### src/rtl/frac_window_avg_pkg.sv
// Shared types and limits for the fractional window averager.
package frac_pkg;

  localparam int unsigned FRAC_W_DEFAULT = 16;
  localparam int unsigned AVG_LOG2_MAX   = 8;

  typedef enum logic {EMPTY, FULL} out_state_e;

  typedef logic [FRAC_W_DEFAULT-1:0] frac_t;

endpackage

### src/rtl/frac_window_avg_if.sv
// Sample input and valid/ready mean output of frac_window_avg.
// FRAC_WINDOW_MINMAX_EN adds the window extremes min_out/max_out.
interface frac_window_avg_if #(
  parameter int unsigned FRAC_W   = 16,
  parameter int unsigned AVG_LOG2 = 4
);
  logic [FRAC_W-1:0] frac_in;
  logic              frac_wr;
  logic [FRAC_W-1:0] avg_out;
  logic              avg_valid;
  logic              avg_ready;
  logic              overrun;
  logic [AVG_LOG2:0] win_cnt;
`ifdef FRAC_WINDOW_MINMAX_EN
  logic [FRAC_W-1:0] min_out;
  logic [FRAC_W-1:0] max_out;
`endif

  modport master (
    output frac_in, frac_wr, avg_ready,
    input  avg_out, avg_valid, overrun, win_cnt
`ifdef FRAC_WINDOW_MINMAX_EN
    , input min_out, max_out
`endif
  );

  modport slave (
    input  frac_in, frac_wr, avg_ready,
    output avg_out, avg_valid, overrun, win_cnt
`ifdef FRAC_WINDOW_MINMAX_EN
    , output min_out, max_out
`endif
  );
endinterface

### src/rtl/frac_window_avg_minmax_track.sv
// Running min/max of the current window; min_o/max_o already include a
// sample strobed this cycle so the window extremes are ready on completion.
module frac_minmax_track #(
  parameter int unsigned FRAC_W = 16
) (
  input  logic              clk,
  input  logic              rst,
  input  logic [FRAC_W-1:0] sample_i,
  input  logic              strobe_i,
  input  logic              start_i,
  output logic [FRAC_W-1:0] min_o,
  output logic [FRAC_W-1:0] max_o
);
  logic [FRAC_W-1:0] run_min_q;
  logic [FRAC_W-1:0] run_max_q;

  always_comb begin
    min_o = sample_i;
    max_o = sample_i;
    if (!start_i) begin
      if (run_min_q < sample_i) min_o = run_min_q;
      if (run_max_q > sample_i) max_o = run_max_q;
    end
  end

  always_ff @(posedge clk) begin
    if (rst) begin
      run_min_q <= '0;
      run_max_q <= '0;
    end else if (strobe_i) begin
      run_min_q <= min_o;
      run_max_q <= max_o;
    end
  end
endmodule

### src/rtl/frac_window_avg.sv
// Averages 2**AVG_LOG2 fractional results into a rounded mean on a valid/ready
// register. Optional FRAC_WINDOW_MINMAX_EN also reports the window min/max.
module frac_window_avg
  import frac_pkg::*;
#(
  parameter int unsigned FRAC_W   = FRAC_W_DEFAULT,
  parameter int unsigned AVG_LOG2 = 4
) (
  input logic         clk,
  input logic         rst,
  input logic         clear,
  frac_window_avg_if.slave bus
);
  localparam int unsigned ACC_W = FRAC_W + AVG_LOG2;
  localparam int unsigned CNT_W = AVG_LOG2 + 1;
  localparam logic [CNT_W-1:0] LAST = CNT_W'((2 ** AVG_LOG2) - 1);
  localparam logic [ACC_W-1:0] HALF = ACC_W'((2 ** AVG_LOG2) >> 1);

  if (AVG_LOG2 > AVG_LOG2_MAX) begin : g_bad_log2
    $error("frac_window_avg: AVG_LOG2 out of range");
  end

  logic [ACC_W-1:0]  acc_q, acc_d, sum;
  logic [CNT_W-1:0]  cnt_q, cnt_d;
  logic [FRAC_W-1:0] avg_q, mean;
  logic              ovr_q;
  out_state_e        state_q;
  logic              restart, complete, load;

  assign restart  = rst | clear;
  assign complete = bus.frac_wr && (cnt_q == LAST);
  // Sum plus half never exceeds ACC_W bits, so no carry-out is needed.
  assign sum      = acc_q + ACC_W'(bus.frac_in) + HALF;
  assign mean     = FRAC_W'(sum >> AVG_LOG2);
  assign load     = complete && ((state_q == EMPTY) || bus.avg_ready);

  always_comb begin
    acc_d = acc_q;
    cnt_d = cnt_q;
    if (complete) begin
      acc_d = '0;
      cnt_d = '0;
    end else if (bus.frac_wr) begin
      acc_d = acc_q + ACC_W'(bus.frac_in);
      cnt_d = cnt_q + CNT_W'(1);
    end
  end

  always_ff @(posedge clk) begin
    if (restart) begin
      acc_q   <= '0;
      cnt_q   <= '0;
      avg_q   <= '0;
      ovr_q   <= 1'b0;
      state_q <= EMPTY;
    end else begin
      acc_q <= acc_d;
      cnt_q <= cnt_d;
      if (load) avg_q <= mean;
      if (complete && (state_q == FULL) && !bus.avg_ready) ovr_q <= 1'b1;
      case (state_q)
        EMPTY:   if (complete) state_q <= FULL;
        FULL:    if (bus.avg_ready && !complete) state_q <= EMPTY;
        default: state_q <= EMPTY;
      endcase
    end
  end

  assign bus.avg_out   = avg_q;
  assign bus.avg_valid = (state_q == FULL);
  assign bus.overrun   = ovr_q;
  assign bus.win_cnt   = cnt_q;

`ifdef FRAC_WINDOW_MINMAX_EN
  logic [FRAC_W-1:0] win_min, win_max, min_q, max_q;

  frac_minmax_track #(.FRAC_W(FRAC_W)) u_minmax (
    .clk      (clk),
    .rst      (restart),
    .sample_i (bus.frac_in),
    .strobe_i (bus.frac_wr),
    .start_i  (cnt_q == '0),
    .min_o    (win_min),
    .max_o    (win_max)
  );

  always_ff @(posedge clk) begin
    if (restart) begin
      min_q <= '0;
      max_q <= '0;
    end else if (load) begin
      min_q <= win_min;
      max_q <= win_max;
    end
  end

  assign bus.min_out = min_q;
  assign bus.max_out = max_q;
`endif
endmodule

### src/flat_wrapper.sv
// flat-port wrapper written by rule: the top's interface ports become plain ports
module frac_window_avg_flat import frac_pkg::*;
#(
  parameter int unsigned FRAC_W   = FRAC_W_DEFAULT,
  parameter int unsigned AVG_LOG2 = 4
)
  (clk, rst, clear, bus_frac_in, bus_frac_wr, bus_avg_ready, bus_avg_out, bus_avg_valid, bus_overrun, bus_win_cnt);
  frac_window_avg_if #(.FRAC_W(FRAC_W), .AVG_LOG2(AVG_LOG2)) bus_i ();
  input logic clk;
  input logic rst;
  input logic clear;
  input wire logic [$bits(bus_i.frac_in)-1:0] bus_frac_in;
  input wire logic [$bits(bus_i.frac_wr)-1:0] bus_frac_wr;
  input wire logic [$bits(bus_i.avg_ready)-1:0] bus_avg_ready;
  output wire logic [$bits(bus_i.avg_out)-1:0] bus_avg_out;
  output wire logic [$bits(bus_i.avg_valid)-1:0] bus_avg_valid;
  output wire logic [$bits(bus_i.overrun)-1:0] bus_overrun;
  output wire logic [$bits(bus_i.win_cnt)-1:0] bus_win_cnt;
  assign bus_i.frac_in = bus_frac_in;
  assign bus_i.frac_wr = bus_frac_wr;
  assign bus_i.avg_ready = bus_avg_ready;
  assign bus_avg_out = bus_i.avg_out;
  assign bus_avg_valid = bus_i.avg_valid;
  assign bus_overrun = bus_i.overrun;
  assign bus_win_cnt = bus_i.win_cnt;
  frac_window_avg #(.FRAC_W(FRAC_W), .AVG_LOG2(AVG_LOG2)) u_core (.clk(clk), .rst(rst), .clear(clear), .bus(bus_i));
endmodule
### config.mk
export PLATFORM = sky130hd
export DESIGN_NAME = frac_window_avg_flat
export DESIGN_NICKNAME = d
export VERILOG_FILES = /design/src/rtl/frac_window_avg_pkg.sv /design/src/rtl/frac_window_avg_if.sv /design/src/rtl/frac_window_avg_minmax_track.sv /design/src/rtl/frac_window_avg.sv /design/src/flat_wrapper.sv
export SDC_FILE = /design/constraint.sdc
export NUM_CORES = 1
export LEC_CHECK = 0
export ABC_AREA = 0
export CAP_MARGIN = 20
export CORE_ASPECT_RATIO = 0.9
export CORE_MARGIN = 2
export CORE_UTILIZATION = 55
export DETAILED_ROUTE_END_ITERATION = 10
export PLACE_DENSITY = 0.88
export SLEW_MARGIN = 15
export SYNTH_ARGS = -nofsm -noshare
export SYNTH_HDL_FRONTEND = slang
export SYNTH_SLANG_ARGS = --single-unit
### constraint.sdc
create_clock -name clk -period 5.81 [get_ports clk]
set_clock_uncertainty 0.15 [all_clocks]
set_input_delay 0.581 -clock clk [delete_from_list [all_inputs] [get_ports clk]]
set_output_delay 0.581 -clock clk [all_outputs]
set_load 0.005 [all_outputs]
---- After elaboration in Yosys (flattened, before gate mapping) ----
Cells that the tools add are included.
storage, ports and cells
  bits of input ports ..................... 21
  register bits ........................... 43
  output and inout port bits .............. 23
  word-level logic and storage cells ...... 23
operators by class
  bitwise operators ....................... 2
  reduce and logical (&&, ||, !) cells .... 9
  add/subtract/negate cells ............... 3
  equality and inequality tests ........... 1
  mux-type cells .......................... 3
operators by type and width
  kind                                                                    count
  20-bit by 16-bit adder with 20-bit output                               1
  20-bit by 4-bit adder with 20-bit output (second input constant)        1
  5-bit by 1-bit adder with 5-bit output (second input constant)          1
  5-bit by 4-bit equality test with 1-bit output (second input constant)  1
  1-bit logical AND                                                       5
  1-bit logical NOT                                                       2
  1-bit 2-to-1 mux                                                        2
  1-bit case mux with 2 select lines                                      1
  2-bit OR reduction                                                      1
  1-bit logical OR                                                        1
  1-bit inverter                                                          1
  1-bit bitwise OR                                                        1

---- Longest topological paths before layout ----
Gate-level depths: netlist of run 1.
  depth in word-level cells ............... 6
  mapped depth ............................ 12
  mapped depth without buffers ............ 12

---- Worst setup path before layout of run 1 ----
No wires, ideal clock.
  kind .................................... input -> register
  start ................................... in bus_frac_in[0]
  end ..................................... reg u_core.avg_q[15] (netlist: u_core.bus.avg_out[15])
  path slack .............................. 2.575 ns
  data required time ...................... 5.532 ns
  path buffers ............................ 0
  library setup time ...................... 0.128 ns
  stages .................................. 11
  arrival time ............................ 2.956 ns
  cell sequence ........................... ha_1 -> fa_1 -> a21o_1 -> a221oi_4 -> xnor2_1 -> and4bb_2 -> nand3_1 -> nor3b_1 -> nand4_1 -> xnor2_1 -> o22ai_1
on the way
  word-level cells in the longest chain between the ends .. 2
RTL lines
  element                                    RTL line               text
  start: declaration                         flat_wrapper.sv:12     input wire logic [$bits(bus_i.frac_in)-1:0] bus_frac_in;
  20-bit by 16-bit adder with 20-bit output  frac_window_avg.sv:33  assign sum = acc_q + ACC_W'(bus.frac_in) + HALF;
  20-bit by 4-bit adder with 20-bit output   frac_window_avg.sv:33
  end signal: assignment                     frac_window_avg.sv:59  if (load) avg_q <= mean;
  end: declaration                           frac_window_avg.sv:25  logic [FRAC_W-1:0] avg_q, mean;
Every way passes these cells.
A chain may end at the register's enable or synchronous reset.

---- Worst setup path in the final report of run 1 ----
  start ................................... in bus_frac_in[0]
  end ..................................... reg u_core.avg_q[13] (netlist: u_core.bus.avg_out[13])
Same word-level chain as after synthesis.

==> results of run 1 <==
## sequential cells by signal (all words and copies together) (netlist names)
register / flops
u_core.acc_q: 20
u_core.bus.avg_out: 16
u_core.bus.win_cnt: 5
u_core.bus.avg_valid: 1
u_core.bus.overrun: 1
## tightest hold or removal path, delay by kind of cell (launching register included)
family          cells  cell delay [ns]
compound gates      1             0.04
flops               1             0.34
simple gates        1             0.07
## how the worst min path moves through the flow
stage                            from                endpoint  slack [ns]  depth (start not counted)
3_5_place_dp       u_core.bus.overrun      u_core.bus.overrun        0.32                          2
6_report           u_core.bus.overrun      u_core.bus.overrun        0.33                          2
5_1_grt        u_core.bus.avg_out[15]  u_core.bus.avg_out[15]        0.37                          2
4_1_cts         u_core.bus.avg_out[9]   u_core.bus.avg_out[9]        0.34                          2
3_3_place_gp       u_core.bus.overrun      u_core.bus.overrun        0.30                          2
2_1_floorplan      u_core.bus.overrun      u_core.bus.overrun        0.31                          2
## routing by layer
metal	global-route usage, %	routed length (um)
met4	7.533	87
met1	32.72	3262
met5	0	0
met2	40.83	3280
met3	5.693	360
## final cells by class
type,count,area (um^2)
flip-flops and latches,43,860.8
inverters,7,26.28
multi-input cells,272,1927
fillers,428,1737
repair buffers,45,445.4
clock buffers,5,68.82
well taps,67,83.83
clock inverters,3,43.79
## layout by cell type (no fill, tap or decap), drive strengths merged, types with 3 or more instances in the layout
master	instances
or2	3
a21o	5
o21ai	14
o22ai	3
and3	6
mux2i	16
nor3	5
nand2	19
a21oi	19
inv	7
nor2	49
nor2b	4
clkdlybuf4s50	43
dfxtp	43
nand4	10
o211ai	5
xnor2	18
ha	19
a31oi	4
o21a	3
clkbuf	5
o2111ai	3
a211oi	17
nand3	10
xor2	15
## power by group
part / switching [mW] / total (mW) / internal, mW
sequential: 0.00436 / 0.305 / 0.301
clock: 0.113 / 0.241 / 0.128
combinational: 0.106 / 0.182 / 0.0761
total: 0.223 / 0.728 / 0.505
## cells by family after synthesis
kind of cell	Yosys count	share of synthesized area [%]
fa+ha+maj	20	8.838
buf+inv	23	4.419
mux	16	5.491
compound gates	88	22.48
xor+xnor	33	9.910
flops	43	29.52
simple gates	115	19.35
==> reports/qor.yml, run 1 <==
worst_slew_pin_slew_ns: 0.9257
status: "completed"
path_cells: "clkdlybuf4s50_1 -> ha_1 -> fa_1 -> a21o_1 -> a221oi_4 -> xnor2_1 -> and4bb_2 -> nand3_1 -> nor2_1 -> nand3_1 -> nand4_1 -> o221ai_1"
period_needed_ns: 3.641
startpoint: "bus_frac_in[0]"
path_clk_slew_ns: 0.09
grt_pass1_wl_um: 11430
dieArea_um2: 5902
fin_cells: 442
fmax_mhz: 274.7
fin_area_um2: 3456
ios: 44
setup_ws_ns: 2.169
yosysWarnings: 0
core-area_um2: 5192
yosysTopAreaCell: "dfxtp_1"
synth_top_area_share_pct: 29.52
first_iter_violations: 154
final_max_slew_viol_count: 0
tritoncts: "done"
fin_setup_tns_ns: 0
drive_above_1_share_pct: 8.267
cts_hold_buffers: 0
grt_pass1_vias: 2504
cts_buffers: 5
vdd_drop_max_uv: 150.3
area_delta_synth_final_pct: 18.49
worstSetupEndpointType: "flop"
synth_seq_area_share_pct: 29.52
htree_levels: 2
num_vias: 2679
vias_per_cell: 6.061
ys.flop_type: "dfxtp_1"
finalSetupViolCount: 0
antenna_found_initial: 0
power.leakage_nw: 1.302
cpLargestDelayFamily: "simple AND/OR/NAND/NOR gates"
globalplace.congestion: 0.9146
root_buffer: "clkbuf_8"
reg2reg_to: "u_core.bus.avg_out[13]"
dp_slack_ns: 1.879
crit_path_end: "u_core.bus.avg_out[13]"
synth_async_sr_flop_share_pct: 0
grt_max_degree: 32
hp-class: "reg2reg"
path_common_cell: "nand3_1"
antenna_cells: 0
power_density_nw_per_um2: 210.6
cp.arrival_ns: 3.67
crit_path_start_kind: "primary input"
crit_buf_inv: 1
path_depth: 12
hold_viol: 0
ctsResizeCount: 0
clk_latency_ns: 0.30
wl_per_cell_um: 15.81
first_pass_iters: 4
track_usage_pct: 24.88
synthTopCellsByCount: "48 x nor2_1, 43 x dfxtp_1, 19 x a21oi_1, 19 x ha_1, 19 x nand2_1"
whs_ns: 0.3277
yosysMostFrequentCell: "nor2_1"
finalPower_mw: 0.7278
reg2reg_depth: 11
drv_cap: 0
cts_buffer_depth: 2
synthCells: 338
detail-route-antenna-nets: 0
die_y_um: 73.09
syn_area_um2: 2917
start_util_pct: 56.17
critPathKind: "in2reg"
synth_nets: 379
placedCellCount: 434
ys_ff_latch: 43
cpPeakStageDelay_ns: 0.42
synth_top_cells_by_area: "dfxtp_1 30%, ha_1 8.2%, nor2_1 6.2%"
syn_avg_cell_area_um2: 8.629
timing.final.crit_share_pct: 62.66
post_cts_buffers: 0
hpwl_um: 5225
relSlewSlack_pct: 38.14
placed_area_um2: 3343
die_w_um: 80.76
routed_wl_um: 6990
rr_startpoint: "u_core.acc_q[0]"
cp_slowest_cell: "fa_1"
clock-sinks: 43
drc: 0
final_core_utilization_pct: 66.55
fp-row-count: 25
grt_overflow: 0
synth_cell_types: 59
cp.required_ns: 5.84
path_max_fanout: 5
rsz0062_at_grt: "no"
synth-edff-count: 0
nNetsFinal: 415
ff2ff_setup_slack_ns: 2.57
io_buffers: 43
Note: power is estimated with default switching activity, not from simulation.
==> run 2, diff against run 1 <==
clock period = 3.6 ns   (was 5.81 ns; I/O delays follow)
==> reports/qor.yml, run 2 (synthesis results as in run 1) <==
finalPower_mw: 1.197  # +65%
num_vias: 2761  # +3.1%
worst_slew_pin_slew_ns: 0.6039  # -0.3218 ns
die_w_um: 80.76  # unchanged
hp-class: "reg2reg"
clock-sinks: 43  # unchanged
nNetsFinal: 426  # +2.7%
io_buffers: 43  # unchanged
drive_above_1_share_pct: 11.14  # +2.9 points
path_clk_slew_ns: 0.08  # about the same
final_core_utilization_pct: 68.24  # +1.7 points
grt_pass1_vias: 2511  # +0.28%
globalplace.congestion: 0.9268  # +1.3%
final_common_cell: "nor2_1"
grt_overflow: 0  # unchanged
grt_max_degree: 31  # -3.1%
wl_per_cell_um: 15.47  # -2.1%
area_delta_synth_final_pct: 21.49
detail-route-antenna-nets: 0  # unchanged
power.leakage_nw: 1.354  # +4.0%
drc: 0  # unchanged
die_y_um: 73.09  # unchanged
setup_ws_ns: 0.2163  # -1.953 ns
post_cts_buffers: 0  # unchanged
routed_wl_um: 7010  # +0.29%
status: "completed"
fp-row-count: 25  # unchanged
core-area_um2: 5192  # unchanged
dieArea_um2: 5902  # unchanged
drv_cap: 0  # unchanged
hpwl_um: 5320  # +1.8%
tritoncts: "done"
fmax_mhz: 295.5
cp.required_ns: 3.62  # -2.22 ns
track_usage_pct: 25.38  # +0.50 points
largest_reg_flops: 20  # unchanged
ios: 44  # unchanged
placed_area_um2: 3426  # +2.5%
hold_viol: 0  # unchanged
crit_path_start_kind: "primary input"
first_pass_iters: 5  # +1
path_max_fanout: 3  # -2
fin_area_um2: 3543  # +2.5%
first_iter_violations: 198  # +29%
clk_latency_ns: 0.30  # about the same
cts_buffer_depth: 2  # unchanged
rsz0062_at_grt: "no"
root_buffer: "clkbuf_8"
finalSetupViolCount: 0  # unchanged
cts_buffers: 5  # unchanged
start_util_pct: 56.17  # unchanged
critPathKind: "in2reg"
timing.final.crit_share_pct: 93.99
htree_levels: 2  # unchanged
antenna_cells: 0  # unchanged
dp_slack_ns: -0.009912  # -1.889 ns
grt_pass1_wl_um: 11730  # +2.6%
vdd_drop_max_uv: 172.7  # +15%
relSlewSlack_pct: 59.70  # +22 points
layout_common_cells: "48 x nor2_1, 43 x clkdlybuf4s50_1, 43 x dfxtp_1"
cp.arrival_ns: 3.41  # -0.26 ns
worstSetupEndpointType: "flop"
final_max_slew_viol_count: 0  # unchanged
largest-register: "u_core.acc_q"
power_density_nw_per_um2: 337.9  # +60%
period_needed_ns: 3.384
antenna_found_initial: 0  # unchanged
vias_per_cell: 6.095  # +0.56%
## run 2: metal layers
layer  share of wire, %  global-route usage (%)  wire length [um]
met3                7.1                   3.837               498
met4                1.2                   6.968                85
met2                 47                   42.22              3310
met1                 44                   34.41              3115
met5                  0                       0                 0
## run 2: where the power goes
part | switching [mW] | internal, mW
clock network | 0.180 | 0.207
logic | 0.177 | 0.142
registers | 0.00675 | 0.486
## run 2: worst max-delay path: stages
cell	delay, ns
clkdlybuf4s50_1	0.42
ha_1	0.24
fa_1	0.41
a21o_1	0.23
a21oi_1	0.21
xnor2_1	0.19
ha_1	0.25
and4bb_2	0.26
nand3_1	0.14
nor2_1	0.26
nand3_1	0.17
nand4_1	0.14
o221ai_1	0.12
## run 2: final cells by class
cell class                      count  area (um^2)
Sequential cell                    43        860.8
Clock buffer                        5        68.82
Clock inverter                      3        43.79
Multi-Input combinational cell    272         1932
Inverter                            7        26.28
Timing Repair Buffer               56        528.0
Fill cell                         433         1649
Tap cell                           67        83.83
## run 2: repair_timing
item                       in CTS  in global routing
gates resized for setup         0                  1
setup endpoints to repair       0                  1
hold buffers                    0                  0
## run 2: worst paths after layout
kind / start / to / slack, ns / depth (start not counted)
min reg2reg: u_core.bus.avg_out[9] / u_core.bus.avg_out[9] / 0.33 / 2
max reg2reg: u_core.acc_q[0] / u_core.bus.avg_out[13] / 0.40 / 12
max: bus_frac_in[0] / u_core.bus.avg_out[13] / 0.22 / 13
min: u_core.bus.avg_out[9] / u_core.bus.avg_out[9] / 0.33 / 2
## run 2: metrics by stage
| step | hold slack [ns] | setup TNS [ns] | instances |
|---|---|---|---|
| after global routing | 0.3608 | 0 | 453 |
| after floorplan | 0.3105 | 0 | 338 |
| after detailed placement | 0.3182 | -0.009912 | 445 |
| after CTS | 0.3344 | 0 | 453 |
| after global placement | 0.3020 | 0 | 445 |
| final | 0.3335 | 0 | 453 |
==> run 3, diff against run 2 <==
clock period = 3.99 ns   (was 3.6 ns; I/O delays follow)
==> reports/qor.yml, run 3 (synthesis results as in run 1) <==
status: "completed"
final_common_cell: "nor2_1"
layout_common_cells: "48 x nor2_1, 43 x clkdlybuf4s50_1, 43 x dfxtp_1"
drive_above_1_share_pct: 8.995  # -2.1 points
fmax_mhz: 286.6
largest_reg_flops: 20  # unchanged
timing.final.crit_share_pct: 87.44
io_buffers: 43  # unchanged
fin_setup_tns_ns: 0  # unchanged
finalSetupViolCount: 0  # unchanged
start_util_pct: 56.17  # unchanged
antenna_found_initial: 0  # unchanged
antenna_cells: 0  # unchanged
post_cts_buffers: 0  # unchanged
grt_pass1_wl_um: 12110  # +3.2%
cp.required_ns: 4.04  # +0.42 ns
cts_buffers: 5  # unchanged
routed_wl_um: 7364  # +5.0%
relSlewSlack_pct: 63.55  # +3.8 points
placed_area_um2: 3366  # -1.8%
final_max_slew_viol_count: 0  # unchanged
ios: 44  # unchanged
first_iter_violations: 297  # +50%
core-area_um2: 5192  # unchanged
period_needed_ns: 3.489
num_vias: 2730  # -1.1%
path_cells: "clkdlybuf4s50_1 -> ha_1 -> fa_1 -> a21o_1 -> a221oi_4 -> o21a_1 -> xnor2_1 -> nand3_1 -> nor2_2 -> nand2_1 -> xor2_1 -> a211oi_1"
vias_per_cell: 6.135  # +0.65%
cpPeakStageDelay_ns: 0.41  # about the same
largest-register: "u_core.acc_q"
drc: 0  # unchanged
fin_area_um2: 3478  # -1.8%
grt_pass1_vias: 2567  # +2.2%
worst_slew_pin_slew_ns: 0.5462  # -0.05769 ns
clk_latency_ns: 0.30  # about the same
dieArea_um2: 5902  # unchanged
hold_viol: 0  # unchanged
cts_hold_buffers: 0  # unchanged
rsz0062_at_grt: "no"
track_usage_pct: 26.30  # +0.92 points
vdd_drop_max_uv: 134.4  # -22%
ctsResizeCount: 0  # unchanged
power.leakage_nw: 1.316  # -2.8%
hp-class: "reg2reg"
wl_per_cell_um: 16.55  # +6.9%
path_clk_slew_ns: 0.09  # about the same
die_y_um: 73.09  # unchanged
grt_max_degree: 32  # +3.2%
crit_path_start_kind: "primary input"
hpwl_um: 5407  # +1.6%
crit_buf_inv: 1  # unchanged
cp_slowest_cell: "clkdlybuf4s50_1"
nNetsFinal: 418  # -1.9%
clock-sinks: 43  # unchanged
fill_cells: 419  # -3.2%
path_max_fanout: 4  # +1
cp.arrival_ns: 3.54  # +0.13 ns
htree_levels: 2  # unchanged
power_density_nw_per_um2: 305.5  # -9.6%
multi_input_area_um2: 1927  # -0.26%
grt_overflow: 0  # unchanged
seq_area_um2: 860.8  # unchanged
critPathKind: "in2reg"
drv_cap: 0  # unchanged
die_w_um: 80.76  # unchanged
detail-route-antenna-nets: 0  # unchanged
cpLargestDelayFamily: "compound AO/OA/AOI/OAI gates"
area_delta_synth_final_pct: 19.26
root_buffer: "clkbuf_8"
worstSetupEndpointType: "flop"
first_pass_iters: 4  # -1
cts_buffer_depth: 2  # unchanged
globalplace.congestion: 0.9432  # +1.8%
tritoncts: "done"
fp-row-count: 25  # unchanged
-- run 3: cell types whose count changed in the layout (fill, tap and decap cells not counted), sizes merged --
| cell | previous run | this run |
|---|---|---|
| buf | 13 | 5 |
-- run 3: worst paths after layout --
check                                      startpoint                      to  slack [ns]  cells after the start
worst max-delay path                   bus_frac_in[0]  u_core.bus.avg_out[10]        0.50                     12
worst min-delay path            u_core.bus.avg_out[9]   u_core.bus.avg_out[9]        0.33                      2
worst max register to register        u_core.acc_q[0]  u_core.bus.avg_out[10]        0.71                     11
worst min register to register  u_core.bus.avg_out[9]   u_core.bus.avg_out[9]        0.33                      2
-- run 3: final cells by class --
cell class	instances	area share [%]
multi-input cells	272	55.40
inverters	7	0.7554
clock buffers	5	1.978
clock inverters	3	1.259
well taps	67	2.410
flip-flops and latches	43	24.75
repair buffers	48	13.45
-- run 3: tightest hold or removal path, stage by stage, from the launching register on --
cell and delay, ns:
dfxtp_1 0.32, nand2_1 0.05, o22ai_1 0.07
-- run 3: layer usage --
metal  vias to the layer above  track usage, %  routed length [um]
met3                        13           5.198                 540
met1                      1277           34.79                3231
met4                         0           8.851                 128
met2                       126           43.06                3462
met5                         -               0                   0
li1                       1314               -                   -
-- run 3: report_power, final --
part	internal, mW	switching [mW]	total, mW
clock network	0.186	0.157	0.343
logic	0.115	0.160	0.275
registers	0.438	0.00650	0.445
total	0.740	0.323	1.06
-- run 3: stage by stage --
| step | total power, mW | util (%) | hold WS, ns | setup slack (ns) | cells |
|---|---|---|---|---|---|
| finish | 1.063 | 66.99 | 0.3322 | 0.5011 | 445 |
| global route | 1.107 | 66.99 | 0.3413 | 0.3037 | 445 |
| CTS | 1.060 | 66.99 | 0.3271 | 0.4795 | 445 |
| detailed placement | 0.7202 | 64.82 | 0.3111 | 0.1881 | 437 |
| global placement | 0.7102 | 64.82 | 0.2992 | 0.3276 | 437 |
| floorplan | 0.6479 | - | 0.3105 | 0.9372 | 338 |
